<file path="config.mk">
export PLATFORM = sky130hd
export DESIGN_NAME = add16_rr_sequencer_flat
export DESIGN_NICKNAME = d
export VERILOG_FILES = /design/src/rtl/add16_rr_sequencer_pkg.sv /design/src/rtl/add16_rr_sequencer_if.sv /design/src/rtl/add16_rr_sequencer_fulladd16.sv /design/src/rtl/add16_rr_sequencer.sv /design/src/flat_wrapper.sv
export SDC_FILE = /design/constraint.sdc
export NUM_CORES = 1
export LEC_CHECK = 0
export BUFFER_PORTS_ARGS = -buffer_cell sky130_fd_sc_hd__buf_2
export CELL_PAD_IN_SITES_DETAIL_PLACEMENT = 1
export CELL_PAD_IN_SITES_GLOBAL_PLACEMENT = 2
export CORE_UTILIZATION = 28
export CTS_CLUSTER_SIZE = 28
export DETAILED_ROUTE_END_ITERATION = 10
export PLACE_DENSITY = 0.82
export SLEW_MARGIN = 20
export SYNTH_ARGS = -nofsm -noshare
export SYNTH_HDL_FRONTEND = slang
export SYNTH_SLANG_ARGS = --single-unit
</file>
<file path="constraint.sdc">
create_clock -name clk -period 4.98 [get_ports clk]
set_input_delay 0.747 -clock clk [delete_from_list [all_inputs] [get_ports clk]]
set_output_delay 0.747 -clock clk [all_outputs]
set_load 0.02 [all_outputs]
</file>
<file path="src/rtl/add16_rr_sequencer_pkg.sv">
// ---------------------------------------------------------------------------
// add16_rr_sequencer_pkg
//   Shared definitions for the round-robin add16 sequencer:
//   - W        : datapath word width, fixed by the 16-bit adder
//   - state_t  : sequencer FSM encoding (IDLE / BURST)
//   - idw_of() : width of a requester index, clog2(n) with a floor of 1
// ---------------------------------------------------------------------------
package add16_rr_sequencer_pkg;

    localparam int W = 16;

    typedef enum logic {
        IDLE  = 1'b0,
        BURST = 1'b1
    } state_t;

    // Index width for n requesters (supports n up to 256, floor of 1 bit).
    function automatic int idw_of(input int n);
        int w;
        w = 1;
        for (int k = 1; k < 8; k++) begin
            if ((1 << k) < n) begin
                w = k + 1;
            end
        end
        return w;
    endfunction

endpackage

</file>
<file path="src/rtl/add16_rr_sequencer_if.sv">
// ---------------------------------------------------------------------------
// add16_rr_sequencer_if
//   Bundles the requester-side and result-side signals of the sequencer.
//   Ports (from the sequencer's point of view, modport slave):
//     req_valid  in   NREQ      per-requester word valid
//     req_ready  out  NREQ      per-requester accept strobe (one-hot or zero)
//     req_a      in   NREQ*W    operand A, requester i at [i*W +: W]
//     req_b      in   NREQ*W    operand B, same packing
//     req_cin    in   NREQ      carry-in, used on the first word of a burst only
//     req_last   in   NREQ      final (most-significant) word of a burst
//     rsp_valid  out  1         result slot holds a word
//     rsp_ready  in   1         consumer takes the result
//     rsp_id     out  IDW       requester that produced the result
//     rsp_sum    out  W         sum word
//     rsp_cout   out  1         carry-out of this word
//     rsp_last   out  1         copy of req_last for this word
//     dbg_state  out  state_t   FSM state, for observation only
//     dbg_rr_ptr out  IDW       round-robin pointer, for observation only
//
//   Handshake: a transfer happens on a rising clock edge where valid and
//   ready are both high. A producer holds valid and its payload stable until
//   the transfer; ready may come and go freely and never depends on the
//   producer changing its payload. On the request side the sequencer raises
//   at most one req_ready bit per cycle.
// ---------------------------------------------------------------------------
interface add16_rr_sequencer_if
    import add16_rr_sequencer_pkg::*;
#(
    parameter int NREQ = 2,
    parameter int IDW  = idw_of(NREQ)
);

    logic [NREQ-1:0]   req_valid;
    logic [NREQ-1:0]   req_ready;
    logic [NREQ*W-1:0] req_a;
    logic [NREQ*W-1:0] req_b;
    logic [NREQ-1:0]   req_cin;
    logic [NREQ-1:0]   req_last;

    logic              rsp_valid;
    logic              rsp_ready;
    logic [IDW-1:0]    rsp_id;
    logic [W-1:0]      rsp_sum;
    logic              rsp_cout;
    logic              rsp_last;

    state_t            dbg_state;
    logic [IDW-1:0]    dbg_rr_ptr;

    // Client / environment side.
    modport master (
        output req_valid, req_a, req_b, req_cin, req_last, rsp_ready,
        input  req_ready, rsp_valid, rsp_id, rsp_sum, rsp_cout, rsp_last,
        input  dbg_state, dbg_rr_ptr
    );

    // Sequencer side.
    modport slave (
        input  req_valid, req_a, req_b, req_cin, req_last, rsp_ready,
        output req_ready, rsp_valid, rsp_id, rsp_sum, rsp_cout, rsp_last,
        output dbg_state, dbg_rr_ptr
    );

endinterface

</file>
<file path="src/rtl/add16_rr_sequencer_fulladd16.sv">
// ---------------------------------------------------------------------------
// fulladd16
//   16-bit ripple-style full adder (synthesis picks the carry structure).
//   Ports:
//     s      out  16  sum, modulo 2^16
//     c_out  out  1   carry-out
//     a      in   16  operand A
//     b      in   16  operand B
//     c_in   in   1   carry-in
// ---------------------------------------------------------------------------
module fulladd16 (
    output logic [15:0] s,
    output logic        c_out,
    input  logic [15:0] a,
    input  logic [15:0] b,
    input  logic        c_in
);

    assign {c_out, s} = {1'b0, a} + {1'b0, b} + {16'b0, c_in};

endmodule

</file>
<file path="src/rtl/add16_rr_sequencer.sv">
// ---------------------------------------------------------------------------
// add16_rr_sequencer
//   Shares one fulladd16 between NREQ requesters with round-robin arbitration.
//   A requester sends a burst of words, least-significant first; the carry
//   chains from word to word so a burst is one multi-precision add. Results
//   land in a single registered slot, one cycle after the request is taken.
//   Ports:
//     clk    in   1                         rising-edge clock
//     rst_n  in   1                         asynchronous active-low reset
//     bus    add16_rr_sequencer_if.slave    request/result bundle
// ---------------------------------------------------------------------------
module add16_rr_sequencer
    import add16_rr_sequencer_pkg::*;
#(
    parameter int NREQ = 2,
    parameter int IDW  = idw_of(NREQ)
) (
    input  logic                       clk,
    input  logic                       rst_n,
    add16_rr_sequencer_if.slave        bus
);

    // Registered state
    state_t          state_q;
    state_t          state_d;
    logic [IDW-1:0]  rr_ptr_q;
    logic [IDW-1:0]  owner_q;
    logic            carry_q;
    logic            rsp_valid_q;
    logic [IDW-1:0]  rsp_id_q;
    logic [W-1:0]    rsp_sum_q;
    logic            rsp_cout_q;
    logic            rsp_last_q;

    // Combinational signals
    logic            slot_free;
    logic            pick_valid;
    logic [IDW-1:0]  pick_idx;
    logic [IDW-1:0]  gnt;
    logic            valid_g;
    logic            cin_g;
    logic            last_g;
    logic [W-1:0]    a_g;
    logic [W-1:0]    b_g;
    logic            accept;
    logic            cin_sel;
    logic [IDW-1:0]  next_ptr;
    logic [NREQ-1:0] ready_c;
    logic [W-1:0]    sum;
    logic            cout;

    // A new word may enter only if the slot is empty or drains this cycle.
    assign slot_free = !rsp_valid_q || bus.rsp_ready;

    // Rotated priority pick: the lowest valid index at or above rr_ptr wins;
    // if none exists, wrap around to the lowest valid index overall. The
    // second loop overrides the first, so its hit takes precedence.
    always_comb begin
        pick_valid = |bus.req_valid;
        pick_idx   = '0;
        for (int i = NREQ - 1; i >= 0; i--) begin
            if (bus.req_valid[i]) begin
                pick_idx = IDW'(i);
            end
        end
        for (int i = NREQ - 1; i >= 0; i--) begin
            if (bus.req_valid[i] && (IDW'(i) >= rr_ptr_q)) begin
                pick_idx = IDW'(i);
            end
        end
    end

    // The burst owner keeps the grant until its last word goes through.
    assign gnt = (state_q == BURST) ? owner_q : pick_idx;

    // Operand / control mux for the granted requester.
    always_comb begin
        valid_g = 1'b0;
        cin_g   = 1'b0;
        last_g  = 1'b0;
        a_g     = '0;
        b_g     = '0;
        for (int i = 0; i < NREQ; i++) begin
            if (IDW'(i) == gnt) begin
                valid_g = bus.req_valid[i];
                cin_g   = bus.req_cin[i];
                last_g  = bus.req_last[i];
                a_g     = bus.req_a[i*W +: W];
                b_g     = bus.req_b[i*W +: W];
            end
        end
    end

    // FSM next-state and accept decision.
    always_comb begin
        state_d = state_q;
        accept  = 1'b0;
        cin_sel = 1'b0;
        unique case (state_q)
            IDLE: begin
                cin_sel = cin_g;
                if (slot_free && pick_valid) begin
                    accept = 1'b1;
                    if (!last_g) begin
                        state_d = BURST;
                    end
                end
            end
            BURST: begin
                // Mid-burst words continue the chain from the previous word.
                cin_sel = carry_q;
                if (slot_free && valid_g) begin
                    accept = 1'b1;
                    if (last_g) begin
                        state_d = IDLE;
                    end
                end
            end
            default: begin
                state_d = IDLE;
            end
        endcase
    end

    always_comb begin
        ready_c = '0;
        for (int i = 0; i < NREQ; i++) begin
            ready_c[i] = accept && (IDW'(i) == gnt);
        end
    end

    assign next_ptr = (gnt == IDW'(NREQ - 1)) ? '0 : gnt + 1'b1;

    fulladd16 u_add (
        .s     (sum),
        .c_out (cout),
        .a     (a_g),
        .b     (b_g),
        .c_in  (cin_sel)
    );

    always_ff @(posedge clk or negedge rst_n) begin
        if (!rst_n) begin
            state_q     <= IDLE;
            rr_ptr_q    <= '0;
            owner_q     <= '0;
            carry_q     <= 1'b0;
            rsp_valid_q <= 1'b0;
            rsp_id_q    <= '0;
            rsp_sum_q   <= '0;
            rsp_cout_q  <= 1'b0;
            rsp_last_q  <= 1'b0;
        end else begin
            state_q <= state_d;
            if (accept) begin
                rsp_valid_q <= 1'b1;
                rsp_id_q    <= gnt;
                rsp_sum_q   <= sum;
                rsp_cout_q  <= cout;
                rsp_last_q  <= last_g;
                carry_q     <= cout;
                owner_q     <= gnt;
                // Only a completed burst moves the pointer on.
                if (last_g) begin
                    rr_ptr_q <= next_ptr;
                end
            end else if (bus.rsp_ready) begin
                rsp_valid_q <= 1'b0;
            end
        end
    end

    assign bus.req_ready  = ready_c;
    assign bus.rsp_valid  = rsp_valid_q;
    assign bus.rsp_id     = rsp_id_q;
    assign bus.rsp_sum    = rsp_sum_q;
    assign bus.rsp_cout   = rsp_cout_q;
    assign bus.rsp_last   = rsp_last_q;
    assign bus.dbg_state  = state_q;
    assign bus.dbg_rr_ptr = rr_ptr_q;

endmodule
</file>
<file path="src/flat_wrapper.sv">
// flat-port wrapper written by rule: the top's interface ports become plain ports
module add16_rr_sequencer_flat import add16_rr_sequencer_pkg::*;
#(
    parameter int NREQ = 2,
    parameter int IDW  = idw_of(NREQ)
)
  (clk, rst_n, bus_req_valid, bus_req_a, bus_req_b, bus_req_cin, bus_req_last, bus_rsp_ready, bus_req_ready, bus_rsp_valid, bus_rsp_id, bus_rsp_sum, bus_rsp_cout, bus_rsp_last, bus_dbg_state, bus_dbg_rr_ptr);
  add16_rr_sequencer_if #(.NREQ(NREQ), .IDW(IDW)) bus_i ();
  input  logic clk;
  input  logic rst_n;
  input wire logic [$bits(bus_i.req_valid)-1:0] bus_req_valid;
  input wire logic [$bits(bus_i.req_a)-1:0] bus_req_a;
  input wire logic [$bits(bus_i.req_b)-1:0] bus_req_b;
  input wire logic [$bits(bus_i.req_cin)-1:0] bus_req_cin;
  input wire logic [$bits(bus_i.req_last)-1:0] bus_req_last;
  input wire logic [$bits(bus_i.rsp_ready)-1:0] bus_rsp_ready;
  output wire logic [$bits(bus_i.req_ready)-1:0] bus_req_ready;
  output wire logic [$bits(bus_i.rsp_valid)-1:0] bus_rsp_valid;
  output wire logic [$bits(bus_i.rsp_id)-1:0] bus_rsp_id;
  output wire logic [$bits(bus_i.rsp_sum)-1:0] bus_rsp_sum;
  output wire logic [$bits(bus_i.rsp_cout)-1:0] bus_rsp_cout;
  output wire logic [$bits(bus_i.rsp_last)-1:0] bus_rsp_last;
  output wire logic [$bits(bus_i.dbg_state)-1:0] bus_dbg_state;
  output wire logic [$bits(bus_i.dbg_rr_ptr)-1:0] bus_dbg_rr_ptr;
  assign bus_i.req_valid = bus_req_valid;
  assign bus_i.req_a = bus_req_a;
  assign bus_i.req_b = bus_req_b;
  assign bus_i.req_cin = bus_req_cin;
  assign bus_i.req_last = bus_req_last;
  assign bus_i.rsp_ready = bus_rsp_ready;
  assign bus_req_ready = bus_i.req_ready;
  assign bus_rsp_valid = bus_i.rsp_valid;
  assign bus_rsp_id = bus_i.rsp_id;
  assign bus_rsp_sum = bus_i.rsp_sum;
  assign bus_rsp_cout = bus_i.rsp_cout;
  assign bus_rsp_last = bus_i.rsp_last;
  assign bus_dbg_state = bus_i.dbg_state;
  assign bus_dbg_rr_ptr = bus_i.dbg_rr_ptr;
  add16_rr_sequencer #(.NREQ(NREQ), .IDW(IDW)) u_core (.clk(clk), .rst_n(rst_n), .bus(bus_i));
endmodule
</file>
==> results.toml, run 1 <==
[run_status]
status = "completed"

[synth]
synth_cell_types = 46
seq_area_frac_synth = 0.255
yosys.area_share.simple = 0.171
synthXorXnorAreaFrac = 0.0325
synth_warnings = 0
yosys.area_share.adder = 0.106
synth_top_family_by_area = "compound AO/OA/AOI/OAI gates"
muxShareOfSynthArea = 0.181
ys.flop_type = "dfrtp_1"
yosysMostFrequentCell = "mux2_2"
synth_cells = 247
ys_top_cells_by_area = "dfrtp_1, mux2_2, ha_1"
yosys.area.top_type_share = 0.255
synth-compound-area-share = 0.211
syn_nets = 337
synth_commonest_cells = "mux2_2, nand2_1, dfrtp_1, o21ai_0, a21oi_1"
synth_area_um2 = 2160
ys_async_sr_fraction = 1.00
avgSynthCellArea_um2 = 8.73
synth_edf_count = 0
yosys.area.top_type = "dfrtp_1"
synth-seq-cells = 22

[setup_path]
regToRegSetupSlack_ns = 1.34
crit_type = "input pin to flip-flop"
crit_path_cell_trace = "buf_2 > inv_1 > o21ai_0 > o21ai_4 > buf_4 > mux2_2 > ha_1 > a21oi_1 > o211ai_1 > a221o_1 > o21a_1 > o31ai_1"
crit_path_end_kind = "flip-flop"
crit_fanout = 22
max_stage_delay_ns = 0.48
cp_top_family = "compound AO/OA/AOI/OAI gates"
crit_cells = 12
path_buf_inv = 3
r2r_start = "u_core.bus.dbg_rr_ptr"
r2r-end = "u_core.bus.rsp_sum[13]"
slowest_stage = "o21ai_4"
cp.required_ns = 5.16
rr_worst_depth = 10
crit_path_start_kind = "input pin"
arrival_ns = 4.07

[placement]
gp_congestion = 0.888
dp_cells = 430
placed_cell_area_um2 = 2720
place_ws_ns = 0.830
hpwl_mm = 5.36
io_buffer_count = 96

[grt]
met2_usage = 0.262
antenna_found_initial = 0
grt_usage = 0.162
top_usage_layer = "met2"
grt-ovfl-total = 0
grt_pass1_wl_mm = 10.6
use_met3 = 0.0178
grt_util_met1 = 0.230
grt_pass1_vias = 2136
grt_max_degree = 36

[drt]
postRouteAntennaNets = 0
first_pass_iters = 4
route.vias.total = 2160
drt_iter0_drc = 51
wirelength_mm = 6.43
drc_errors = 0
drt-wirelength-per-cell_um = 14.8
vias_per_cell = 4.98

[layout]
stdcell_count = 434
design_area_um2 = 2790
utilization = 0.380
n_antenna_cell = 0
seqCellArea_um2 = 551
drive_above_1_share = 0.415
multi_input_area_um2 = 1520
syn_to_final_growth_pct = 29.3
nets = 426
nFillCells = 913

[timing]
fin_crit_ns = 3.90
fmax_mhz = 257
worst_slack_ns = 1.08
setup_viol = 0
fin_setup_tns_ns = 0
clock_skew_ns = 0.00179
maxSlewViolCount = 0
relSlewSlack = 0.650
finalCritPeriodShare = 0.782
rsz0062_at_grt = "false"
worst-slew-pin-transition_ns = 0.523
final_hold_viol_count = 0

[clock_tree]
cts_buffers = 3
root_buffer = "clkbuf_8"
hold_buffers = 0
post_cts_buffers = 0
htree_levels = 1
cts_max_path_buffers = 2
clock_latency_ns = 0.26
numClockSinks = 22
cts.clk_slew.worst_paths_ns = 0.08
post_cts_resized = 0
cts_tree = "done"

[die]
start_util = 0.294
rows = 31
die_w_um = 89.8
io_pins = 97
coreArea_um2 = 7330
dieArea_um2 = 8060
dieHeight_um = 89.8

[power_and_ir_drop]
ir_worst_vdd_mv = 0.212
p_leak_uw = 0.00132
pwr_density_cell_nw_per_um2 = 723

[job]
drv_cap = 0

[worst_hold_path]
worst_hold_path_type = "input pin to asynchronous set/reset pin"
-- state kept, by name, indices dropped and copies added, names as in the netlist --
register,flops
u_core.bus.rsp_valid,1
u_core.bus.rsp_last,1
u_core.owner_q,1
u_core.carry_q,1
u_core.bus.dbg_rr_ptr,1
u_core.bus.dbg_state,1
u_core.bus.rsp_sum,16
-- kinds of logic (layout without fill, tap and decap cells) --
family                     count (synthesis)  count (layout)
AOI/OAI and AO/OA                         69              69
xor gates and xnor gates                   8               8
adders and majority gates                 17              17
buffers and inverters                     21             109
DFF                                       22              22
muxes                                     35              35
and+or+nand+nor                           75              75
-- worst max-delay path by stage --
| stage | from | to | slack [ns] |
|---|---|---|---|
| 2_1_floorplan | bus_req_valid[0] | u_core.bus.rsp_sum[12] | 1.48 |
| 3_3_place_gp | bus_req_valid[0] | u_core.bus.rsp_sum[15] | 0.96 |
| 3_5_place_dp | bus_req_valid[0] | u_core.bus.rsp_sum[13] | 0.83 |
| 4_1_cts | bus_req_valid[0] | u_core.bus.rsp_sum[13] | 1.09 |
| 5_1_grt | bus_req_valid[0] | u_core.bus.rsp_sum[13] | 0.84 |
| 6_report | bus_req_valid[0] | u_core.bus.rsp_sum[13] | 1.08 |
-- cell type report --
| type | instances | share of cell area |
|---|---|---|
| clock buffer | 3 | 0.0148 |
| clock inverter | 1 | 0.0108 |
| timing repair buffer | 99 | 0.180 |
| inverter | 6 | 0.00808 |
| tap | 99 | 0.0444 |
| sequential | 22 | 0.197 |
| multi-input combinational | 204 | 0.544 |
-- stage by stage --
step | hold WS [ns] | power [uW]
finish | 0.435 | 2020
floorplan | 0.451 | 1450
global placement | 0.456 | 1830
global route | 0.469 | 2210
detailed placement | 0.467 | 1860
CTS | 0.449 | 2030
-- power by group --
part / internal [uW] / switching (uW)
combinational: 627 / 884
sequential: 273 / 67.5
clock: 107 / 58.8
total: 1010 / 1010
-- layer usage --
metal | share of wire | vias up | wire length, um
li1 | - | 1083 | -
met1 | 0.49 | 1014 | 3160
met2 | 0.46 | 57 | 2990
met3 | 0.035 | 6 | 222
met4 | 0.0092 | 0 | 59
met5 | 0 | - | 0
-- cell usage in the layout, fill, tap and decap left out, drive strengths merged, types with 2 or more instances in the layout --
cell type	instances
buf	99
mux2	32
nand2	30
dfrtp	22
o21ai	19
a21oi	17
ha	15
nor2	9
nor3	9
o21a	7
inv	6
nand4	6
xnor2	6
o31ai	5
o211ai	5
a21o	4
nand3	4
nor2b	4
mux2i	3
nand2b	3
clkbuf	3
and3	2
a211o	2
xor2	2
fa	2
or2	2
a221oi	2
-- worst reg2reg max path: stages, from the launching register on --
cell and delay (ns):
dfrtp_1 0.38, o21ai_0 0.18, o21ai_4 0.48, buf_4 0.40
mux2_2 0.39, ha_1 0.42, a21oi_1 0.34, o211ai_1 0.16
a221o_1 0.37, o21a_1 0.20, o31ai_1 0.21
Note: power is estimated with default switching activity, not from simulation.
==> run 2, diff against run 1 <==
--- a/config.mk
+++ b/config.mk
@@ -8,10 +8,10 @@
 export BUFFER_PORTS_ARGS = -buffer_cell sky130_fd_sc_hd__buf_2
 export CELL_PAD_IN_SITES_DETAIL_PLACEMENT = 1
 export CELL_PAD_IN_SITES_GLOBAL_PLACEMENT = 2
-export CORE_UTILIZATION = 28
+export CORE_UTILIZATION = 26
 export CTS_CLUSTER_SIZE = 28
 export DETAILED_ROUTE_END_ITERATION = 10
-export PLACE_DENSITY = 0.82
+export PLACE_DENSITY = 0.76
 export SLEW_MARGIN = 20
 export SYNTH_ARGS = -nofsm -noshare
 export SYNTH_HDL_FRONTEND = slang
==> constraint.sdc (replaced) <==
create_clock -name clk -period 3.75 [get_ports clk]
set_input_delay 0.5625 -clock clk [delete_from_list [all_inputs] [get_ports clk]]
set_output_delay 0.5625 -clock clk [all_outputs]
set_load 0.02 [all_outputs]
==> results.toml, run 2 (synthesis results as in run 1) <==
[run_status]
status = "completed"

[timing]
fmax_mhz = 302
clock_skew_ns = 0.00147
relSlewSlack = 0.628
fin_setup_tns_ns = 0
final_hold_viol_count = 0
rsz0062_at_grt = "false"
worst-slew-pin-transition_ns = 0.555
fin_crit_ns = 3.31
finalCritPeriodShare = 0.883
setup_viol = 0
maxSlewViolCount = 0

[power_and_ir_drop]
ir_worst_vdd_mv = 0.243
p_leak_uw = 0.00132
pwr_density_cell_nw_per_um2 = 946

[clock_tree]
cts_tree = "done"
root_buffer = "clkbuf_8"
post_cts_resized = 0
cts.clk_slew.worst_paths_ns = 0.08
hold_buffers = 0
cts_max_path_buffers = 2
cts_buffers = 3
htree_levels = 1
clock_latency_ns = 0.26
post_cts_buffers = 0
numClockSinks = 22

[drt]
drt-wirelength-per-cell_um = 15.0
vias_per_cell = 5.00
drt_iter0_drc = 98
drc_errors = 0
route.vias.total = 2187
postRouteAntennaNets = 0
first_pass_iters = 4
wirelength_mm = 6.56

[die]
die_w_um = 93.1
dieArea_um2 = 8660
rows = 32
io_pins = 97
dieHeight_um = 93.1
start_util = 0.273
coreArea_um2 = 7890

[setup_path]
cp_top_family = "compound AO/OA/AOI/OAI gates"
cp.required_ns = 3.92
slowest_stage = "o21ai_0"
crit_type = "input pin to flip-flop"
crit_path_cell_trace = "buf_2 > inv_1 > o21ai_0 > mux2i_1 > nor2_1 > a21oi_1 > fa_1 > inv_1 > fa_1 > a21o_1 > a221oi_2 > nor3_1 > o21a_1 > o31ai_1"
arrival_ns = 3.48
crit_path_start_kind = "input pin"
path_buf_inv = 3
crit_path_end_kind = "flip-flop"
crit_fanout = 4
max_stage_delay_ns = 0.41

[layout]
n_antenna_cell = 0
multi_input_area_um2 = 1520
drive_above_1_share = 0.415
largest_reg_flops = 16
syn_to_final_growth_pct = 29.0
final_common_cell = "buf_2"
nets = 427
final_cell_mix = "buf_2, mux2_2, nand2_1"
nFillCells = 967
seqCellArea_um2 = 551
design_area_um2 = 2780

[placement]
io_buffer_count = 96
gp_congestion = 0.809
hpwl_mm = 5.41
placed_cell_area_um2 = 2740

[grt]
grt_max_degree = 35
grt_usage = 0.158
grt_pass1_wl_mm = 11.0
grt-ovfl-total = 0
antenna_found_initial = 0
grt_pass1_vias = 2316

[job]
drv_cap = 0

[worst_hold_path]
worst_hold_path_type = "input pin to asynchronous set/reset pin"
-- run 2: changes by cell type in the layout (fill, tap and decap cells not counted), sizes merged --
cell / delta
buf: +1
bufinv: -1
-- run 2: area by class of cell --
cell class | instances | area share
clock buffer | 3 | 0.0148
tap | 102 | 0.0459
timing repair buffer | 100 | 0.188
multi-input combinational | 204 | 0.545
inverter | 6 | 0.00809
sequential | 22 | 0.198
-- run 2: final timing paths --
check,end,cells past startpoint,slack (ns),start
setup reg to reg,u_core.bus.rsp_sum[14],12,0.48,u_core.bus.dbg_rr_ptr
max in group asynchronous,u_core.owner_q,1,3.13,rst_n
min in group clk,u_core.bus.rsp_sum[1],2,0.47,u_core.bus.rsp_sum[1]
hold reg to reg,u_core.bus.rsp_sum[1],2,0.47,u_core.bus.rsp_sum[1]
setup / recovery,u_core.bus.rsp_sum[14],14,0.44,bus_req_valid[0]
hold / removal,u_core.bus.rsp_sum[1],1,0.27,rst_n
-- run 2: metal layers --
layer | vias up | part of all wire | wire, um | global-route usage
li1 | 1087 | - | - | -
met1 | 1029 | 0.46 | 3030 | 0.210
met2 | 67 | 0.49 | 3200 | 0.276
met3 | 4 | 0.045 | 292 | 0.0154
met4 | 0 | 0.0052 | 34 | 0.0308
met5 | - | 0 | 0 | 0
-- run 2: worst reg2reg max path: stages, from the launching register on --
cell	delay (ns)
dfrtp_1	0.42
o21ai_0	0.41
mux2i_1	0.27
nor2_1	0.06
a21oi_1	0.18
fa_1	0.23
inv_1	0.06
fa_1	0.40
a21o_1	0.24
a221oi_2	0.38
nor3_1	0.14
o21a_1	0.19
o31ai_1	0.21
-- run 2: stage by stage --
| stage | util | hold slack (ns) | cells | worst slack (ns) | total power (uW) |
|---|---|---|---|---|---|
| after floorplan | - | 0.267 | 247 | 0.437 | 1930 |
| after global placement | 0.348 | 0.456 | 434 | 0.221 | 2460 |
| after detailed placement | 0.348 | 0.461 | 434 | 0.132 | 2510 |
| after CTS | 0.353 | 0.289 | 437 | 0.390 | 2660 |
| after global routing | 0.353 | 0.315 | 437 | 0.192 | 2910 |
| final | 0.353 | 0.271 | 437 | 0.439 | 2630 |
-- run 2: power breakdown --
part / internal (uW) / switching, uW
sequential: 362 / 84.8
combinational: 860 / 1180
clock: 71.7 / 76.4
total: 1290 / 1340
==> run 3, diff against run 2 <==
==> constraint.sdc (replaced) <==
create_clock -name clk -period 3.4 [get_ports clk]
set_input_delay 0.51 -clock clk [delete_from_list [all_inputs] [get_ports clk]]
set_output_delay 0.51 -clock clk [all_outputs]
set_load 0.02 [all_outputs]
==> results.toml, run 3 (synthesis results as in run 1) <==
[die]
io_pins = 97
dieArea_um2 = 8660
die_w_um = 93.1
dieHeight_um = 93.1
start_util = 0.273
rows = 32
coreArea_um2 = 7890

[timing]
final_hold_viol_count = 0
maxSlewViolCount = 0
fin_crit_ns = 3.08
worst_hold_slack_ns = 0.206
finalCritPeriodShare = 0.907
rsz0062_at_grt = "false"
fmax_mhz = 324
clock_skew_ns = 0.00338
relSlewSlack = 0.657
worst-slew-pin-transition_ns = 0.514
setup_viol = 0

[placement]
dp_cells = 458
gp_congestion = 0.824
hpwl_mm = 5.81
io_buffer_count = 96

[power_and_ir_drop]
pwr_density_cell_nw_per_um2 = 1080
ir_worst_vdd_mv = 0.379
p_leak_uw = 0.00145
finalPower_uw = 3230

[setup_path]
crit_type = "flip-flop to flip-flop"
cp.required_ns = 3.58
r2r-end = "u_core.bus.rsp_sum[13]"
rr_worst_depth = 11
crit_path_start_kind = "flip-flop"
regToRegSetupSlack_ns = 0.32
crit_path_end_kind = "flip-flop"
worstSetupStartpoint = "u_core.bus.dbg_rr_ptr"
r2r_start = "u_core.bus.dbg_rr_ptr"
crit_fanout = 20
arrival_ns = 3.26

[clock_tree]
post_cts_buffers = 0
hold_buffers = 0
cts_tree = "done"
htree_levels = 1
cts_buffers = 3
clock_latency_ns = 0.27
cts.clk_slew.worst_paths_ns = 0.08
numClockSinks = 22
root_buffer = "clkbuf_8"
cts_max_path_buffers = 2

[drt]
first_pass_iters = 4
route.vias.total = 2285
postRouteAntennaNets = 0
wirelength_mm = 6.85
drt-wirelength-per-cell_um = 14.8
vias_per_cell = 4.95
drt_iter0_drc = 72
drc_errors = 0

[job]
drv_cap = 0

[layout]
final_common_cell = "buf_2"
final_cell_mix = "buf_2, mux2_2, nand2_1"
stdcell_count = 462
drive_above_1_share = 0.461
largest_reg_flops = 16
syn_to_final_growth_pct = 38.9
nFillCells = 969
seqCellArea_um2 = 552
multi_input_area_um2 = 1520
nets = 451
n_antenna_cell = 0

[grt]
grt_usage = 0.167
grt_pass1_wl_mm = 11.6
antenna_found_initial = 0
grt_max_degree = 23
grt_pass1_vias = 2412
grt-ovfl-total = 0

[worst_hold_path]
worst_hold_path_type = "input pin to asynchronous set/reset pin"

[run_status]
status = "completed"
==> run 3: what timing repair did <==
item	in CTS	in global routing
gates resized for setup	0	3
setup endpoints to repair	0	2
hold endpoints to repair	0	0
==> run 3: critical path: stages, from the launching register on <==
cell and delay [ns]:
dfrtp_1 0.40, o21ai_1 0.14, o21ai_4 0.23, buf_12 0.21, buf_12 0.13, mux2_2 0.33, ha_1 0.32, a21oi_1 0.26
o211ai_1 0.18, a221o_1 0.38, o21a_1 0.20, o31ai_1 0.21
==> run 3: worst max-delay path by stage <==
stage	endpoint	slack, ns	depth (start not counted)
finish	u_core.bus.rsp_sum[13]	0.32	11
global route	u_core.carry_q	0.02	10
CTS	u_core.carry_q	0.13	12
detailed placement	u_core.carry_q	-0.08	14
global placement	u_core.bus.rsp_sum[14]	0.05	13
floorplan	u_core.bus.rsp_sum[12]	0.14	13
==> run 3: cell type report <==
class	instances	share of cell area
Clock buffer	4	0.0184
Inverter	6	0.00752
Multi-Input combinational cell	204	0.508
Sequential cell	22	0.184
Tap cell	102	0.0426
Timing Repair Buffer	124	0.239
==> run 3: per-stage QoR <==
step | instance area, um2 | util | setup TNS, ns | setup WS [ns]
floorplan | 2160 | - | 0 | 0.139
global placement | 2930 | 0.372 | 0 | 0.0499
detailed placement | 2930 | 0.372 | -0.101 | -0.0808
CTS | 2990 | 0.379 | 0 | 0.131
global route | 3000 | 0.380 | 0 | 0.0151
finish | 3000 | 0.380 | 0 | 0.316
==> run 3: power breakdown <==
part	total (uW)	switching [uW]	internal [uW]	leakage (uW)
clock network	192	88.9	103	0.0000288
registers	502	102	401	0.000262
logic	2540	1360	1170	0.00115
==> run 3: routing by layer <==
| layer | global-route usage | vias up | share of wire |
|---|---|---|---|
| li1 | - | 1136 | - |
| met2 | 0.294 | 62 | 0.49 |
| met1 | 0.220 | 1081 | 0.46 |
| met3 | 0.0146 | 6 | 0.038 |
| met5 | 0 | - | 0 |
| met4 | 0.0410 | 0 | 0.013 |
